### src/rtl/parking_gate_controller.sv
// Single-lane parking barrier controller: arbitrates entry/exit requests,
// sequences the barrier through open/wait/close and tracks free spaces.
module parking_gate_controller #(
    parameter logic [7:0] TOTAL_SPACES = 8'd200,
    parameter int         OPEN_CYCLES  = 4,
    parameter int         PASS_TIMEOUT = 255
) (
    input  logic       clk,
    input  logic       rst_n,
    input  logic       entry_req,
    input  logic       exit_req,
    input  logic       car_passed,
    output logic       gate_open,
    output logic       entry_grant,
    output logic       exit_grant,
    output logic [7:0] free_spaces,
    output logic       full,
    output logic       empty,
    output logic       timeout_err
);

    localparam logic [1:0] IDLE      = 2'd0;
    localparam logic [1:0] OPENING   = 2'd1;
    localparam logic [1:0] WAIT_PASS = 2'd2;
    localparam logic [1:0] CLOSING   = 2'd3;

    localparam logic [7:0] OPEN_LAST = 8'(OPEN_CYCLES - 1);
    localparam logic [7:0] PASS_LAST = 8'(PASS_TIMEOUT - 1);

    logic [1:0] state_q, state_d;
    logic [7:0] cnt_q, cnt_d, cnt_inc;
    logic [7:0] free_q, free_d;
    logic       dir_entry_q, dir_entry_d;   // side being served by the current cycle
    logic       last_entry_q, last_entry_d; // 1 = entry won the last tie
    logic       gate_q, gate_d;
    logic       egrant_q, egrant_d;
    logic       xgrant_q, xgrant_d;
    logic       tout_q, tout_d;
    logic       ent_ok, ext_ok;

    assign full   = (free_q == 8'd0);
    assign empty  = (free_q == TOTAL_SPACES);
    assign ent_ok = entry_req && !full;
    assign ext_ok = exit_req && !empty;

    assign cnt_inc = (cnt_q == 8'hFF) ? cnt_q : cnt_q + 8'd1;

    always_comb begin
        state_d      = state_q;
        cnt_d        = cnt_q;
        free_d       = free_q;
        dir_entry_d  = dir_entry_q;
        last_entry_d = last_entry_q;
        egrant_d     = 1'b0;
        xgrant_d     = 1'b0;
        tout_d       = 1'b0;
        case (state_q)
            IDLE: begin
                cnt_d = 8'd0;
                if (ent_ok && ext_ok) begin
                    // tie: serve the side that did not win the previous tie
                    dir_entry_d  = !last_entry_q;
                    last_entry_d = !last_entry_q;
                    egrant_d     = !last_entry_q;
                    xgrant_d     = last_entry_q;
                    state_d      = OPENING;
                end else if (ent_ok) begin
                    dir_entry_d = 1'b1;
                    egrant_d    = 1'b1;
                    state_d     = OPENING;
                end else if (ext_ok) begin
                    dir_entry_d = 1'b0;
                    xgrant_d    = 1'b1;
                    state_d     = OPENING;
                end
            end
            OPENING: begin
                if (cnt_q >= OPEN_LAST) begin
                    state_d = WAIT_PASS;
                    cnt_d   = 8'd0;
                end else begin
                    cnt_d = cnt_inc;
                end
            end
            WAIT_PASS: begin
                // a pass on the expiring cycle still counts as a pass
                if (car_passed) begin
                    free_d  = dir_entry_q ? free_q - 8'd1 : free_q + 8'd1;
                    state_d = CLOSING;
                    cnt_d   = 8'd0;
                end else if (cnt_q >= PASS_LAST) begin
                    tout_d  = 1'b1;
                    state_d = CLOSING;
                    cnt_d   = 8'd0;
                end else begin
                    cnt_d = cnt_inc;
                end
            end
            default: begin
                if (cnt_q >= OPEN_LAST) begin
                    state_d = IDLE;
                    cnt_d   = 8'd0;
                end else begin
                    cnt_d = cnt_inc;
                end
            end
        endcase
        gate_d = (state_d == OPENING) || (state_d == WAIT_PASS);
    end

    always_ff @(posedge clk or negedge rst_n) begin
        if (!rst_n) begin
            state_q      <= IDLE;
            cnt_q        <= 8'd0;
            free_q       <= TOTAL_SPACES;
            dir_entry_q  <= 1'b0;
            last_entry_q <= 1'b0;
            gate_q       <= 1'b0;
            egrant_q     <= 1'b0;
            xgrant_q     <= 1'b0;
            tout_q       <= 1'b0;
        end else begin
            state_q      <= state_d;
            cnt_q        <= cnt_d;
            free_q       <= free_d;
            dir_entry_q  <= dir_entry_d;
            last_entry_q <= last_entry_d;
            gate_q       <= gate_d;
            egrant_q     <= egrant_d;
            xgrant_q     <= xgrant_d;
            tout_q       <= tout_d;
        end
    end

    assign gate_open   = gate_q;
    assign entry_grant = egrant_q;
    assign exit_grant  = xgrant_q;
    assign free_spaces = free_q;
    assign timeout_err = tout_q;

endmodule
### config.mk
export PLATFORM = sky130hd
export DESIGN_NAME = parking_gate_controller
export DESIGN_NICKNAME = d
export VERILOG_FILES = /design/src/rtl/parking_gate_controller.sv
export SDC_FILE = /design/constraint.sdc
export NUM_CORES = 1
export LEC_CHECK = 0
export ABC_AREA = 1
export ABC_CLOCK_PERIOD_IN_PS = 2300
export BUFFER_PORTS_ARGS = -buffer_cell sky130_fd_sc_hd__buf_4
export CAP_MARGIN = 10
export CELL_PAD_IN_SITES_DETAIL_PLACEMENT = 1
export CELL_PAD_IN_SITES_GLOBAL_PLACEMENT = 1
export CORE_MARGIN = 5
export CORE_UTILIZATION = 42
export CTS_CLUSTER_SIZE = 10
export DETAILED_ROUTE_END_ITERATION = 7
export HOLD_SLACK_MARGIN = 0.08
export PLACE_DENSITY_LB_ADDON = 0.12
export REMOVE_ABC_BUFFERS = 1
export SYNTH_ARGS = -nofsm -noshare
export SYNTH_HDL_FRONTEND = slang
export SYNTH_SLANG_ARGS = --single-unit
### constraint.sdc
create_clock -name clk -period 2.3 [get_ports clk]
set_clock_uncertainty 0.1 [all_clocks]
set_input_delay 0.115 -clock clk [delete_from_list [all_inputs] [get_ports clk]]
set_output_delay 0.115 -clock clk [all_outputs]
set_load 0.02 [all_outputs]
==> flow_summary.toml <==
[critical_path]
timing.critical_path.mode_cell = "nand2_1"
crit_required_ns = 2.39
critPathMaxStageDelay_ns = 0.50
startpoint_type = "flop"
crit_slowest_cell = "dfrtp_1"
worstSetupEndpointType = "flop"
crit_type = "reg2reg"
path_cells = "ha_1 -> a21oi_1 -> nand2_1 -> nand3_1 -> nand2_1 -> nand2_1 -> nand2_1 -> o21ai_0"
crit_fanout = 8
cp.arrival_ns = 1.92

[placed_design]
place.gp.congestion = 0.825
dp_cells = 274
io_buffers = 18
hpwl_um = 2960

[final_layout]
syn_to_final_growth_pct = 18.5
final_nets = 250
multi_input_area_um2 = 813
fin_cells = 283
n_fill_cell = 465
drive_above_1_share_pct = 16.2
register_area_um2 = 604
final_core_util_pct = 50.7
insertedDiodeCount = 0

[drt]
wl_per_cell_um = 13.0
num_vias = 1409
ant_nets = 0
wirelength_um = 3690
vias_per_cell = 4.98
first_pass_iters = 5
drc = 0
drt_iter0_markers = 29

[floorplanning]
fp.dieW_um = 70.8
die_area_um2 = 5020
dieHeight_um = 70.8
design.core.area_um2 = 3630
start_util_pct = 42.8
ios = 19
rows = 22

[timing]
max_slew_margin_pct = 78.7
final_max_slew_viol_count = 0
fmax_mhz = 544
rsz0062_at_grt = "false"
setup_tns_ns = 0
period_share_pct = 79.9
finalHoldViolCount = 0
holdWs_ns = 0.183
setup-violations-final = 0
tightest_slew_ns = 0.320
finalCriticalPeriod_ns = 1.84

[global_routing]
grt_pass1_vias = 1497
antenna_found_initial = 0
grt_usage_pct = 16.1
grt_overflow = 0
grt_pass1_wl_um = 6650
grt_max_degree = 25

[status]
status = "completed"

[hold_path]
hp-class = "in2async"

[logic_synthesis]
ys_ff_latch = 24
synth_area_um2 = 1550
synth_cell_types = 28
netlist_instances = 210
yosysSeqAreaShare_pct = 38.9
ys_warn_count = 0
avgSynthCellArea_um2 = 7.40

[flow_run]
drv_cap = 0

[cts]
clkTransAtPathRegs_ns = 0.09
h-tree-depth = 1
cts_tree = "done"
clockRootBuffer = "clkbuf_8"
cts_max_path_buffers = 2
clk_latency_ns = 0.26
cts_sinks = 24
cts_buffers = 3

[pwr]
power_density_nw_per_um2 = 1390
p_leak_nw = 0.993
vdd.ir_drop.worst_v = 0.000455
==> state kept, by name (all words and copies together) (netlist names) <==
signal / count
cnt_q: 8
state_q: 2
free_spaces: 8
entry_grant: 1
dir_entry_q: 1
timeout_err: 1
last_entry_q: 1
exit_grant: 1
gate_open: 1
==> layout by cell type (no fill, tap or decap) <==
master and instances:
nand3_1 17, o22ai_1 2, buf_4 18, a31oi_2 1
nor3_1 2, inv_2 3, xor2_1 6, dfrtp_1 21
o21bai_1 1, nand2_1 55, or2_2 1, fa_1 1
nor2_2 3, a21oi_1 9, clkbuf_8 4, nand2_2 3
ha_1 8, xnor2_1 2, dfstp_2 3, o21a_1 1
a31oi_1 1, nand4_1 4, o21ai_0 9, inv_1 30
nor2_4 2, a21o_1 1, dlygate4sd3_1 5, nor2_1 21
nand3b_1 1
==> synth_stat cells <==
master	n	area (µm²)
o21a_1	1	7.51
nand3b_1	1	7.51
nor2_4	2	22.5
nor2_2	3	18.8
o21ai_0	9	45.0
a21oi_1	9	45.0
xor2_1	6	52.6
buf_2	1	5.00
dfrtp_1	21	526
inv_1	30	113
inv_2	3	11.3
a31oi_2	1	12.5
a31oi_1	1	6.26
nand2_1	55	206
nand4_1	4	25.0
buf_4	1	7.51
o22ai_1	2	12.5
nand3_1	17	85.1
nor3_1	2	10.0
nor2_1	21	78.8
xnor2_1	2	17.5
o21bai_1	1	7.51
nand2_2	3	18.8
fa_1	1	20.0
or2_2	1	6.26
a21o_1	1	7.51
ha_1	8	100
dfstp_2	3	78.8
==> power by group <==
group	internal (mW)	switching, mW
clock network	0.153	0.136
logic	0.589	0.909
registers	0.592	0.179
==> routing by layer <==
layer	global-route usage (%)	part of all wire, %	vias to the layer above	wire length (µm)
met5	0	0	-	0
met4	3.13	0.46	0	17
met3	2.27	2.5	2	92
met2	30.0	52	15	1930
met1	19.8	45	677	1650
li1	-	-	715	-
==> final timing paths <==
kind / from / end / slack [ns] / cells after the start
min in group clk: last_entry_q / last_entry_q / 0.38 / 1
max: dir_entry_q / free_spaces[5] / 0.46 / 8
min reg2reg: last_entry_q / last_entry_q / 0.38 / 1
min: rst_n / free_spaces[2] / 0.18 / 2
max in group asynchronous: rst_n / free_spaces[3] / 1.63 / 2
max reg2reg: dir_entry_q / free_spaces[5] / 0.46 / 8
==> layout make-up <==
type                            count  share of cell area, %
Sequential cell                    24                   32.8
Timing Repair Buffer               23                   10.1
Tap cell                           48                   3.26
Inverter                           33                   6.73
Multi-Input combinational cell    151                   44.2
Clock buffer                        4                   2.99
==> worst max-delay path, delay by kind of cell (launching register included) <==
| family | cells | cell delay, ns |
|---|---|---|
| fa+ha+maj | 1 | 0.40 |
| flops | 1 | 0.50 |
| simple gates | 5 | 0.40 |
| compound gates | 2 | 0.36 |
==> metrics by stage <==
stage	worst slack, ns	cell area, µm²	power (mW)
6_report	0.461	1840	2.56
5_1_grt	0.270	1840	2.85
4_1_cts	0.448	1840	2.59
3_5_place_dp	0.467	1740	2.28
3_3_place_gp	0.617	1740	2.20
2_1_floorplan	0.658	1540	1.83
==> what timing repair did <==
action | in CTS | in global routing
buffers inserted | 0 | 0
gates resized for setup | 0 | 0
endpoints found under the hold margin | 27 | 0
hold buffers | 5 | 0
==> logic make-up after synthesis <==
family / after synthesis / share of synthesized area [%]
flip-flops: 24 / 38.9
AND/OR/NAND/NOR: 109 / 30.8
adder cells (fa/ha/maj): 9 / 7.73
AO/OA/AOI/OAI: 25 / 9.26
buffers and inverters: 35 / 8.78
XOR/XNOR: 8 / 4.51
(Power assumes the default switching activity.)
